$ cat config.mk
export PLATFORM = sky130hd
export DESIGN_NAME = divider_seq_ctrl
export DESIGN_NICKNAME = d
export VERILOG_FILES = /design/src/rtl/divider_seq_ctrl.sv
export SDC_FILE = /design/constraint.sdc
export NUM_CORES = 1
export LEC_CHECK = 0
export CAP_MARGIN = 25
export CORE_ASPECT_RATIO = 0.7
export CORE_MARGIN = 3
export CORE_UTILIZATION = 57
export DETAILED_ROUTE_END_ITERATION = 10
export GPL_TIMING_DRIVEN = 0
export HOLD_SLACK_MARGIN = 0.12
export MAX_ROUTING_LAYER = met4
export PLACE_DENSITY = 0.81
export SYNTH_ARGS = -nofsm -noshare
export SYNTH_HDL_FRONTEND = slang
export SYNTH_SLANG_ARGS = --single-unit
$ cat constraint.sdc
create_clock -name clk -period 7 [get_ports clk]
set_input_delay 0.7 -clock clk [delete_from_list [all_inputs] [get_ports clk]]
set_output_delay 0.7 -clock clk [all_outputs]
set_load 0.03 [all_outputs]
$ cat src/rtl/divider_seq_ctrl.sv
// divider_seq_ctrl: sequential MIPS DIV/DIVU unit for the EX stage.
// Operands are accepted on a valid/ready handshake and divided by restoring
// long division on their magnitudes, STEP quotient bits per cycle. Signs are
// applied in a single FIXUP cycle. The HI/LO result is held until the consumer
// takes it with out_ready.
module divider_seq_ctrl #(
  parameter int WIDTH = 32,
  parameter int STEP  = 1
) (
  input  logic             clk,
  input  logic             rst,
  input  logic             in_valid,
  output logic             in_ready,
  input  logic             sign,
  input  logic [WIDTH-1:0] srca,
  input  logic [WIDTH-1:0] srcb,
  input  logic             cancel,
  output logic             busy,
  output logic             out_valid,
  input  logic             out_ready,
  output logic [WIDTH-1:0] hi,
  output logic [WIDTH-1:0] lo
);

  localparam int N  = WIDTH / STEP;
  localparam int CW = $clog2(N + 1);

  typedef enum logic [1:0] {IDLE, CALC, FIXUP, DONE} state_t;

  state_t           state;
  logic             idle_reg;
  logic             sign_reg;
  logic             nega_reg;
  logic             negb_reg;
  logic [WIDTH-1:0] n_reg;      // dividend magnitude, becomes the quotient
  logic [WIDTH-1:0] d_reg;      // divisor magnitude
  logic [WIDTH:0]   r_reg;      // partial remainder, one extra bit of headroom
  logic [CW-1:0]    cnt_reg;    // CALC cycles still to run

  logic             a_neg;
  logic             b_neg;
  logic [WIDTH-1:0] mag_a;
  logic [WIDTH-1:0] mag_b;
  logic             accept;
  logic [WIDTH:0]   r_step;
  logic [WIDTH-1:0] n_step;

  // A pending cancel blocks acceptance in the same cycle.
  assign in_ready = idle_reg & ~cancel;
  assign accept   = in_valid & in_ready;

  // Negative operands only exist for signed division. Negating 0x8000_0000
  // yields 0x8000_0000, which is the correct unsigned magnitude.
  assign a_neg = sign & srca[WIDTH-1];
  assign b_neg = sign & srcb[WIDTH-1];
  assign mag_a = a_neg ? -srca : srca;
  assign mag_b = b_neg ? -srcb : srcb;

  // STEP restoring-division iterations, MSB first. Quotient bits shift into
  // the bottom of n as the dividend bits shift out of the top.
  always_comb begin
    r_step = r_reg;
    n_step = n_reg;
    for (int k = 0; k < STEP; k++) begin
      r_step = {r_step[WIDTH-1:0], n_step[WIDTH-1]};
      n_step = {n_step[WIDTH-2:0], 1'b0};
      if (r_step >= {1'b0, d_reg}) begin
        r_step    = r_step - {1'b0, d_reg};
        n_step[0] = 1'b1;
      end
    end
  end

  // Control FSM and datapath registers; cancel overrides every state.
  always_ff @(posedge clk or posedge rst) begin
    if (rst) begin
      state     <= IDLE;
      idle_reg  <= 1'b1;
      busy      <= 1'b0;
      out_valid <= 1'b0;
      hi        <= '0;
      lo        <= '0;
      sign_reg  <= 1'b0;
      nega_reg  <= 1'b0;
      negb_reg  <= 1'b0;
      n_reg     <= '0;
      d_reg     <= '0;
      r_reg     <= '0;
      cnt_reg   <= '0;
    end else if (cancel) begin
      state     <= IDLE;
      idle_reg  <= 1'b1;
      busy      <= 1'b0;
      out_valid <= 1'b0;
    end else begin
      case (state)
        IDLE: begin
          if (accept) begin
            sign_reg <= sign;
            nega_reg <= a_neg;
            negb_reg <= b_neg;
            n_reg    <= mag_a;
            d_reg    <= mag_b;
            r_reg    <= '0;
            cnt_reg  <= CW'(N);
            idle_reg <= 1'b0;
            if (srcb == '0) begin
              // Divide by zero: skip the iterations, report all-ones / dividend.
              state     <= DONE;
              out_valid <= 1'b1;
              lo        <= '1;
              hi        <= srca;
            end else begin
              state <= CALC;
              busy  <= 1'b1;
            end
          end
        end
        CALC: begin
          r_reg   <= r_step;
          n_reg   <= n_step;
          cnt_reg <= cnt_reg - 1'b1;
          if (cnt_reg == CW'(1)) begin
            state <= FIXUP;
          end
        end
        FIXUP: begin
          // Truncation toward zero: quotient negative when signs differ,
          // remainder follows the dividend's sign.
          lo        <= (sign_reg && (nega_reg != negb_reg)) ? -n_reg : n_reg;
          hi        <= (sign_reg && nega_reg) ? -r_reg[WIDTH-1:0] : r_reg[WIDTH-1:0];
          busy      <= 1'b0;
          out_valid <= 1'b1;
          state     <= DONE;
        end
        DONE: begin
          if (out_ready) begin
            state     <= IDLE;
            out_valid <= 1'b0;
            idle_reg  <= 1'b1;
          end
        end
        default: begin
          state    <= IDLE;
          idle_reg <= 1'b1;
        end
      endcase
    end
  end

endmodule

Yosys cells after proc, flatten, opt, wreduce, memory -nomap -nowiden
Cells that the tools add are included.
{"block": "word_totals", "in_bits": 70, "out_inout_bits": 67, "elab_cells": 90, "regBits": 174}
{"block": "classes", "eq_ne": 12, "n_mux": 37, "n_reduce_logical": 16, "n_addsub": 6, "bitwise": 5, "n_lt_le_gt_ge": 1}
{"op": "32-bit 2-to-1 mux", "n": 11}
{"op": "32-bit one-hot mux with 2 select lines", "n": 4}
{"op": "32-bit negator", "n": 4}
{"op": "33-bit by 32-bit greater-or-equal comparator with 1-bit output", "n": 1}
{"op": "32-bit zero test", "n": 1}
{"op": "32-bit subtractor", "n": 1}
{"op": "3-bit inequality test (second input constant)", "n": 5}
{"op": "3-bit AND reduction", "n": 5}
{"op": "6-bit one-hot mux with 2 select lines", "n": 1}
{"op": "1-bit 2-to-1 mux", "n": 11}
{"op": "2-bit 2-to-1 mux", "n": 5}
{"op": "2-bit one-hot mux with 4 select lines", "n": 1}
{"op": "4-bit AND reduction", "n": 2}
{"op": "6-bit by 1-bit == test with 1-bit output (second input constant)", "n": 1}
{"op": "6-bit 2-to-1 mux", "n": 1}
{"op": "3-bit nonzero test", "n": 2}
{"op": "6-bit by 1-bit subtractor with 6-bit output (second input constant)", "n": 1}
{"op": "1-bit bitwise AND", "n": 4}
{"op": "2-bit == test (second input constant)", "n": 2}
{"op": "2-bit inequality test (second input constant)", "n": 2}
{"op": "1-bit one-hot mux with 2 select lines", "n": 2}
{"op": "2-bit nonzero test", "n": 2}
{"op": "4-bit nonzero test", "n": 1}
{"op": "1-bit one-hot mux with 3 select lines", "n": 1}
{"op": "5 further kinds", "n": 6}

Depth between registers and ports, before layout
Gate-level depths: netlist of the first run.
{"block": "depth", "ltp_word": 6, "mapped_depth": 14, "depth_no_buf": 13}

Worst setup path after synthesis of the first run
Ideal clock, no wire load.
{"block": "synth_timing", "kind": "input port to flip-flop", "from": "input srcb[0]", "to": "register lo[23]", "n_path_buf": 2, "t_arrival_ns": 3.072, "path_slack_ns": 3.807, "required_time_ns": 6.879, "setup_time_ns": 0.121, "stages": 12, "cell_sequence": "inv_1 > ha_1 > or3b_1 > or4_1 > nor4_4 > nand3_1 > o22ai_1 > nor2b_1 > buf_2 > buf_4 > nand2_2 > o22a_1"}
{"block": "synth_via", "elab_chain_len": 3}
{"item": "from (decl)", "line": "16", "source": "input logic [WIDTH-1:0] srcb,"}
{"item": "32-bit zero test", "line": "107", "source": "if (srcb == '0) begin"}
{"item": "2-bit inequality test (no source line)"}
{"item": "4-bit AND reduction (no source line)"}
{"item": "to (signal assigned)", "line": "130", "source": "lo <= (sign_reg && (nega_reg != negb_reg)) ? -n_reg : n_reg;"}
{"item": "to (decl)", "line": "22", "source": "output logic [WIDTH-1:0] lo"}
Every way passes these cells.
A chain may end at the register's enable or synchronous reset.

Final worst setup path of the first run
{"block": "layout_timing", "from": "input srcb[1]", "to": "register lo[8]"}
Same word-level chain as after synthesis.

==> metrics, run 1 <==
count of pins over their slew limit 0; CTS tree done; crit-path max FO 10; setup TNS 0 ns; Syn Inst Count between 1000 and 1500; Logic pwr share a little over half; initial antenna violation count 1; HP Class flip-flop to flip-flop; Cell Pwr Density approximately 400 mW/mm2; syn nets roughly 1500; drt wl/cell roughly 20 um; Initial Util ~59%; Final Setup Violations 0; Worst path top cell family by delay simple AND/OR/NAND/NOR gates; Core Area 0.0200 mm2; final worst path period need a little under 4 ns; gpl congestion 0.946; initial DRC count approximately 1700; post-synthesis compound-gate area fraction ~22%; CP Launch Type primary input; Arr. time, crit path approximately 4.2 ns; worst path cell trace clkdlybuf4s50_1 -> inv_1 -> ha_1 -> or3b_1 -> or4_1 -> nor4_4 -> nand3_1 -> o22ai_1 -> nor2b_1 -> buf_2 -> buf_4 -> buf_2 -> a31oi_1; first-pass GRT wire length just under 60000 um; Slowest Stage Delay on Critical Path roughly 0.59 ns; Layout area overhead 19.5%; Antenna Nets Post-Route 0; Async S/R FF share, synth 100%; leading cell types in the layout, fill and taps excluded 173 x dfrtp_1, 171 x o21ai_0, 165 x nand2_1, 135 x clkdlybuf4s50_1, 134 x nor2_1; NetSw ~0.0027 W; clock sinks about 170; final wirelength 37400 um; Filler Cell Count 1666; # IOs around 140; critical path endpoint category flip-flop; Nets ~1700; Adder-Cell Fraction of Synth Area roughly 4.7%; Synth Area in XOR/XNOR between 10% and 20%; H-tree levels 4; internal power roughly 0.0029 W; Initial DRT Pass Iterations 7; # resized after CTS 0; clock buffer depth 2; largest net degree at the start of global routing 92; Worst-Margin Slew 0.943 ns; WS Path Type primary input to flip-flop; Clk pwr share between 10% and 20%; CTS Buf Count 17; via/cell ratio 6.20; top_reg_cell synth dfrtp_1; Die Y between 100 and 150 um; Cell Area, Synth 0.0117 mm2; leakage 5.73 nW; post-synthesis simple-gate area fraction a little under a fifth; sequential power share approximately 30%; Finished Core Util a little over two thirds; Max VDD drop between 0.0002 and 0.0003 V; Hold Fails Final Rpt 0; status finished clean; RSZ-0062 raised after global routing false; vias in the first global route 10600; Die ar. around 0.022 mm2; CTS Root Cell clkbuf_16; Worst-path clk slew ~0.070 ns; slowest CP cell or4_1; CP required between 7 and 8 ns; hold_buf cts 0; mux cell area share after synthesis 2.16%; row count 43; commonest non-fill, non-tap cell in the layout dfrtp_1; Avg Inst Size Synth approximately 8 um2; GRT overflow 0; crit share post-route 56.2%; WP buf/inv 5; post-CTS setup buffers 0; number of synthesized flops with an enable pin 0; chip width between 150 and 200 um; All-Layer GR Usage between 30% and 40%; sequential area share after synthesis 37.1%; Setup Skew roughly 0.010 ns; register area 0.00436 mm2; total number of vias 11600; most used cell, CP buf_2; detailed placer's ending HPWL 29000 um; layout cells sized above 1 about 4.4%; max_slew headroom 36.6%; area of the multi-input gates approximately 0.007 mm2; fmax roughly 250 MHz; port buffer count approximately 140; DRC violations left 0; max capacitance violation total 0; synthesized flop and latch total ~170; Ys Warns 0; sw frac 48.1%; synth unique cells 72; Skew-Pair Late Insertion Delay ~0.44 ns; largest family of logic cells by synthesized area compound AO/OA/AOI/OAI gates
-- per-stage QoR --
stage / instances / power, W / area [um2] / hold WS [ns] / setup slack [ns]
after detailed placement: 1833 / 0.00460 / 13500 / 0.471 / 2.67
after global routing: 1867 / 0.00593 / 14000 / 0.499 / 2.88
after CTS: 1865 / 0.00552 / 14000 / 0.486 / 3.13
after floorplan: 1426 / 0.00355 / 11700 / 0.450 / 1.58
after global placement: 1831 / 0.00453 / 13400 / 0.465 / -0.814
final: 1867 / 0.00559 / 14000 / 0.479 / 3.07
-- layer usage --
| metal | GRT usage (%) | vias to the layer above | share of wire [%] |
|---|---|---|---|
| met5 | - | - | 0 |
| li1 | - | 5357 | - |
| met1 | 53.0 | 5493 | 46 |
| met4 | 7.71 | 0 | 1.6 |
| met2 | 44.4 | 676 | 39 |
| met3 | 11.4 | 54 | 14 |
-- worst register-to-register path, delay by kind of cell, from the launching register on --
family | cells | cell delay [ns]
XOR/XNOR | 1 | 0.20
AND/OR/NAND/NOR | 1 | 0.20
flip-flops | 1 | 0.36
buffers and inverters | 2 | 0.28
AO/OA/AOI/OAI | 7 | 2.13
adder cells (fa/ha/maj) | 2 | 0.61
-- worst paths after layout --
kind                                start         to  slack, ns  cells after the start
min in group asynchronous             rst     lo[12]       0.74                      2
worst min register to register      hi[9]      hi[9]       0.48                      2
worst max-delay path              srcb[1]      lo[8]       3.07                     13
worst min-delay path                hi[9]      hi[9]       0.48                      2
worst max register to register  n_reg[31]  r_reg[26]       3.09                     13
max in group asynchronous             rst  d_reg[11]       5.41                      3
-- logic make-up (layout without fill, tap and decap cells) --
family,Yosys count,after routing
XOR/XNOR,147,147
adder cells (fa/ha/maj),43,43
other,0,2
buffers and inverters,137,306
AO/OA/AOI/OAI,437,437
flip-flops,174,174
AND/OR/NAND/NOR,463,463
multiplexers,25,25
-- power groups by stage --
stage	Combinational [W]	Clock, W	Sequential [W]
after global placement	0.00285	0	0.00168
final	0.00300	0.000902	0.00169
after floorplan	0.00162	0	0.00193
after CTS	0.00293	0.000907	0.00168
after detailed placement	0.00291	0	0.00169
after global routing	0.00325	0.000956	0.00172
-- Yosys cell counts, drive strengths merged, types with 6 or more instances --
master	number	area, um2
nand2	166	626
buf	17	98.8
nand4	8	50.1
dfrtp	173	4330
o22a	7	61.3
or3	25	161
o31ai	24	204
a21oi	127	636
nand2b	9	56.3
a211oi	8	60.1
a31oi	35	219
mux2i	23	230
nor3	19	95.1
a21o	11	82.6
inv	56	210
xnor2	76	666
nor4	16	136
o21ai	173	866
nor2b	6	37.5
o22ai	6	37.5
xor2	71	622
o41ai	8	85.1
ha	42	526
clkbuf	64	240
or4	10	90.1
nor2	134	503
nand3	44	220
-- layout make-up --
cell class,count,area share [%]
tap,270,2.41
sequential,174,31.1
antenna,2,0.0357
inverter,56,1.55
timing repair buffer,137,9.90
clock buffer,19,3.23
multi-input combinational,1115,48.7
buffer,81,2.42
clock inverter,13,0.652
(Power assumes the default switching activity.)
==> inputs of run 2 (changes only) <==
--- a/config.mk
+++ b/config.mk
@@ -8,12 +8,12 @@
 export CAP_MARGIN = 25
 export CORE_ASPECT_RATIO = 0.7
 export CORE_MARGIN = 3
-export CORE_UTILIZATION = 57
+export CORE_UTILIZATION = 52
 export DETAILED_ROUTE_END_ITERATION = 10
 export GPL_TIMING_DRIVEN = 0
 export HOLD_SLACK_MARGIN = 0.12
 export MAX_ROUTING_LAYER = met4
-export PLACE_DENSITY = 0.81
+export PLACE_DENSITY = 0.78
 export SYNTH_ARGS = -nofsm -noshare
 export SYNTH_HDL_FRONTEND = slang
 export SYNTH_SLANG_ARGS = --single-unit
==> constraint.sdc (replaced) <==
create_clock -name clk -period 3.48 [get_ports clk]
set_input_delay 0.348 -clock clk [delete_from_list [all_inputs] [get_ports clk]]
set_output_delay 0.348 -clock clk [all_outputs]
set_load 0.03 [all_outputs]
==> run 2 against run 1 <==
Effect of this change:
- count of clock-buffer cells in the layout is 3 higher
- flip-flop and latch count stayed put
- cell area increased by 1.3%
==> metrics, run 2 (synthesis gave the netlist of run 1 again) <==
origin of the critical flop-to-flop path n_reg[31]; CTS Buf Count 17; Die ar. ~0.024 mm2; max capacitance violation total 0; Initial Util 53.5%; critical path endpoint category flip-flop; CTS tree done; final wirelength just under 40000 um; All-Layer GR Usage approximately a third; setup slack, reg-to-reg 0.14 ns; CP required around 3.8 ns; row count 45; Final Setup Violations 0; final worst path period need 3.34 ns; Max VDD drop 0.000496 V; crit share post-route 96.0%; initial DRC count about 1300; CTS Root Cell clkbuf_16; Cell Pwr Density approximately 800 mW/mm2; Filler Cell Count 1872; largest net degree at the start of global routing between 40 and 50; Arr. time, crit path 3.65 ns; hold_buf cts 0; chip width 185 um; Skew-Pair Late Insertion Delay ~0.45 ns; via/cell ratio 6.21; CP Launch Type flip-flop; leakage slightly below 6 nW; highest metal used met4; initial antenna violation count 0; clock buffer depth 2; worst slack, placed -0.509 ns; HP Class primary input to async pin; met2 wire len 15300 um; first-pass GRT wire length around 60000 um; final instance area 0.0142 mm2; Worst-Margin Slew approximately 0.95 ns; # IOs between 100 and 150; diodes inserted 0; Initial DRT Pass Iterations 6; total number of vias 11700; layout cells sized above 1 under 10%; Nets 1700; Setup Skew about 0.017 ns; crit-path max FO 4; vias in the first global route around 11000; gpl congestion approximately 0.95; register area roughly 0.0044 mm2; clock sinks ~170; port buffer count 135; GRT overflow 0; DRC violations left 0; met3 wire length about 4600 um; Tot Pwr around 0.011 W; commonest non-fill, non-tap cell in the layout dfrtp_1; Hold Fails Final Rpt 0; status finished clean; Layout area overhead 21.0%; detailed placer's ending HPWL between 20000 and 30000 um; Worst-path clk slew around 0.070 ns; area of the multi-input gates about 0.0069 mm2; worst r2r path cells 14; placed instance area about 0.014 mm2; RSZ-0062 raised after global routing false; final worst slack roughly 0.14 ns; max_slew headroom between 30% and 40%; drt wl/cell about 20 um; count of pins over their slew limit 0; Reg-to-Reg End r_reg[26]; leading cell types in the layout, fill and taps excluded 172 x dfrtp_1, 171 x o21ai_0, 165 x nand2_1, 135 x clkdlybuf4s50_1, 134 x nor2_1; H-tree levels 4; DRT met1 WL 18200 um; Antenna Nets Post-Route 0; WS Path Type flip-flop to flip-flop; Core Area approximately 0.022 mm2; fmax 299 MHz; Die Y between 100 and 150 um
run 2: cell types whose count changed in the layout (fill, tap and decap cells not counted), moves of 2 or more:
cell / change
diode_2: -2
ha_1: -3
inv_6: -2
ha_2: +3
buf_4: +3
a211oi_2: +2
buf_12: +4
a211oi_1: -2
run 2: area by class of cell:
cell class / count / area share (%)
buffer: 79 / 2.36
clock buffer: 22 / 3.27
clock inverter: 10 / 0.635
inverter: 56 / 1.51
multi-input combinational: 1115 / 48.6
sequential: 174 / 30.7
tap: 282 / 2.49
timing repair buffer: 144 / 10.4
run 2: what timing repair did:
action / CTS / global route
pin swaps: 2 / 3
setup buffers: 0 / 4
cloned: 0 / 0
resized for setup: 3 / 15
endpoints found under the setup margin: 48 / 99
run 2: worst max path at each step:
| stage | slack (ns) | cells after the start | start | endpoint |
|---|---|---|---|---|
| global placement | -0.53 | 2 | rst | d_reg[21] |
| floorplan | 0.50 | 12 | r_reg[11] | r_reg[7] |
| CTS | 0.02 | 13 | srcb[0] | lo[26] |
| global route | 0.0001 | 11 | r_reg[11] | r_reg[4] |
| detailed placement | -0.51 | 13 | srcb[0] | lo[31] |
| finish | 0.14 | 14 | n_reg[31] | r_reg[26] |
run 2: power by group:
group | internal, W | switching (W) | total, W | leakage, nW
Combinational | 0.00213 | 0.00395 | 0.00609 | 3.37
Clock | 0.00102 | 0.000858 | 0.00188 | 0.266
Sequential | 0.00278 | 0.000614 | 0.00339 | 2.13
Total | 0.00593 | 0.00543 | 0.0114 | 5.77
run 2: metrics by stage:
stage | util [%] | std cells | hold WS (ns) | TNS [ns]
floorplan | - | 1426 | 0.450 | 0
global placement | 61.3 | 1843 | 0.463 | -114.27
detailed placement | 61.7 | 1847 | 0.470 | -29.99
CTS | 64.3 | 1877 | 0.278 | 0
global route | 64.8 | 1882 | 0.315 | 0
finish | 64.8 | 1882 | 0.297 | 0
run 2: per-layer routing:
| metal | vias up | track usage [%] |
|---|---|---|
| li1 | 5380 | - |
| met1 | 5629 | 51.0 |
| met2 | 644 | 41.2 |
| met3 | 39 | 9.63 |
| met4 | 0 | 5.08 |
| met5 | - | - |
run 2: worst max-delay path, stage by stage (launching register included):
cell      delay (ns)
dfrtp_1         0.36
inv_1           0.20
ha_1            0.19
inv_1           0.07
fa_1            0.42
a21o_1          0.22
a221oi_4        0.30
o211ai_1        0.20
nand3_1         0.21
a31oi_2         0.20
a211oi_2        0.25
buf_4           0.17
o21ai_0         0.09
xnor2_1         0.20
o221ai_1        0.14
==> inputs of run 3 (changes only) <==
--- a/config.mk
+++ b/config.mk
@@ -10,6 +10,7 @@
 export CORE_MARGIN = 3
 export CORE_UTILIZATION = 52
 export DETAILED_ROUTE_END_ITERATION = 10
+export GPL_ROUTABILITY_DRIVEN = 0
 export GPL_TIMING_DRIVEN = 0
 export HOLD_SLACK_MARGIN = 0.12
 export MAX_ROUTING_LAYER = met4
==> run 3 against run 2 <==
Effect of this change:
- critical path depth is 1 lower
- core utilization is 0.086 points higher
- first-iteration DRC count rose by 30%
- via count up 0.43%
- clock skew fell by 0.00091 ns
- wire length decreased by 0.98%
- count of clock-buffer cells in the layout shrank 2
- global-route usage is 0.45 points lower
- sequential share of layout area about the same
- total power increased by 0.90%
- critical endpoint unchanged
- largest cell class unchanged
==> metrics, run 3 (synthesis gave the netlist of run 1 again) <==
Die ar. between 0.02 and 0.025 mm2; Skew-Pair Late Insertion Delay 0.45 ns; initial antenna violation count 0; slowest CP cell fa_1; crit-path max FO 4; layout cells sized above 1 5.45%; clock buffer depth 2; commonest non-fill, non-tap cell in the layout dfrtp_1; H-tree levels 4; clock sinks ~170; # IOs approximately 140; first-pass GRT wire length between 50000 and 60000 um; Antenna Nets Post-Route 0; CTS Root Cell clkbuf_16; row count 45; final instance area around 0.014 mm2; port buffer count 135; initial DRC count around 1700; chip width ~190 um; crit share post-route 98.5%; Layout area overhead 21.1%; count of pins over their slew limit 0; critical path endpoint category flip-flop; diodes inserted 0; CTS tree done; Worst-path clk slew 0.07 ns; worst slack, placed -0.526 ns; Core Area between 0.02 and 0.025 mm2; final worst path period need around 3.4 ns; CP required 3.79 ns; hold depth 2; Arr. time, crit path roughly 3.7 ns; max capacitance violation total 0; Initial DRT Pass Iterations 6; Slowest Stage Delay on Critical Path 0.40 ns; drt wl/cell just over 20 um; CP Launch Type flip-flop; Nets around 1700; final wirelength 38100 um; largest net degree at the start of global routing 43; fmax between 200 and 300 MHz; All-Layer GR Usage a little under a third; most used cell, CP inv_1; via/cell ratio between 6 and 7; placed instance area ~0.014 mm2; DRC violations left 0; Final Setup Violations 0; leakage slightly below 6 nW; Initial Util a little over half; GRT overflow 0; setup TNS 0 ns; Cell Pwr Density between 800 and 900 mW/mm2; CTS Buf Count 17; status finished clean; worst path cell trace inv_1 -> ha_1 -> inv_1 -> fa_1 -> a21o_1 -> a221oi_4 -> o211ai_1 -> nand3_1 -> a31oi_1 -> a211oi_2 -> o21ai_0 -> xnor2_1 -> o221ai_1; max_slew headroom roughly 32%; worst r2r path cells 13; leading cell types in the layout, fill and taps excluded 173 x dfrtp_1, 171 x o21ai_0, 165 x nand2_1, 135 x clkdlybuf4s50_1, 134 x nor2_1; HP Class primary input to flip-flop; Setup Skew about 0.016 ns; final worst slack 0.0530 ns; detailed placer's ending HPWL between 20000 and 30000 um; vias in the first global route about 11000; Die Y 132 um; total number of vias roughly 12000; Tot Pwr roughly 0.011 W; Hold Fails Final Rpt 0; WS Path Type flip-flop to flip-flop; Max VDD drop approximately 0.00043 V; Worst-Margin Slew 1.01 ns
==> run 3: cell type report <==
| cell class | instances | area (um2) |
|---|---|---|
| fillers | 1818 | 7700 |
| flip-flops and latches | 174 | 4360 |
| inverters | 56 | 214 |
| repair buffers | 142 | 1450 |
| well taps | 282 | 353 |
| clock buffers | 20 | 467 |
| plain buffers | 77 | 327 |
| multi-input cells | 1115 | 6900 |
| clock inverters | 12 | 135 |
==> run 3: what timing repair did <==
| item | 4_1_cts | 5_1_grt |
|---|---|---|
| pin swaps | 1 | 3 |
| buffers inserted | 0 | 2 |
| setup endpoints to repair | 46 | 95 |
| resized for setup | 4 | 11 |
| cloned | 0 | 0 |
| hold buffers | 0 | 0 |
==> run 3: worst paths after layout <==
| path | endpoint | startpoint | slack, ns |
|---|---|---|---|
| worst max-delay path | r_reg[26] | n_reg[31] | 0.05 |
| min in group asynchronous | lo[11] | rst | 0.34 |
| worst min register to register | hi[10] | hi[10] | 0.48 |
| worst max register to register | r_reg[26] | n_reg[31] | 0.05 |
| worst min-delay path | state[0] | cancel | 0.28 |
| max in group asynchronous | idle_reg | rst | 2.21 |
==> run 3: layer usage <==
metal / part of all wire (%) / GRT usage, % / vias to the layer above
met3: 12 / 8.05 / 75
met4: 2.0 / 7.62 / 0
li1: - / - / 5347
met2: 40 / 41.7 / 728
met5: 0 / - / -
met1: 46 / 49.2 / 5592
==> run 3: report_power, final <==
| group | total (W) | switching (W) | internal [W] |
|---|---|---|---|
| sequential | 0.00340 | 0.000617 | 0.00278 |
| clock | 0.00200 | 0.000878 | 0.00112 |
| combinational | 0.00607 | 0.00394 | 0.00213 |
| total | 0.0115 | 0.00543 | 0.00603 |
==> run 3: stage by stage <==
step                hold WS, ns  utilization, %  std cells
finish                    0.277            64.9       1878
global route              0.307            64.9       1878
CTS                       0.271            64.5       1878
detailed placement        0.471            61.7       1848
global placement          0.464            61.3       1843
floorplan                 0.450               -       1426
==> run 3: worst max-delay path: cells and delay by family (launching register included) <==
kind | cells | cell delay, ns
xor+xnor | 1 | 0.21
simple gates | 1 | 0.20
buf+inv | 2 | 0.28
compound gates | 7 | 1.66
flops | 1 | 0.36
fa+ha+maj | 2 | 0.59
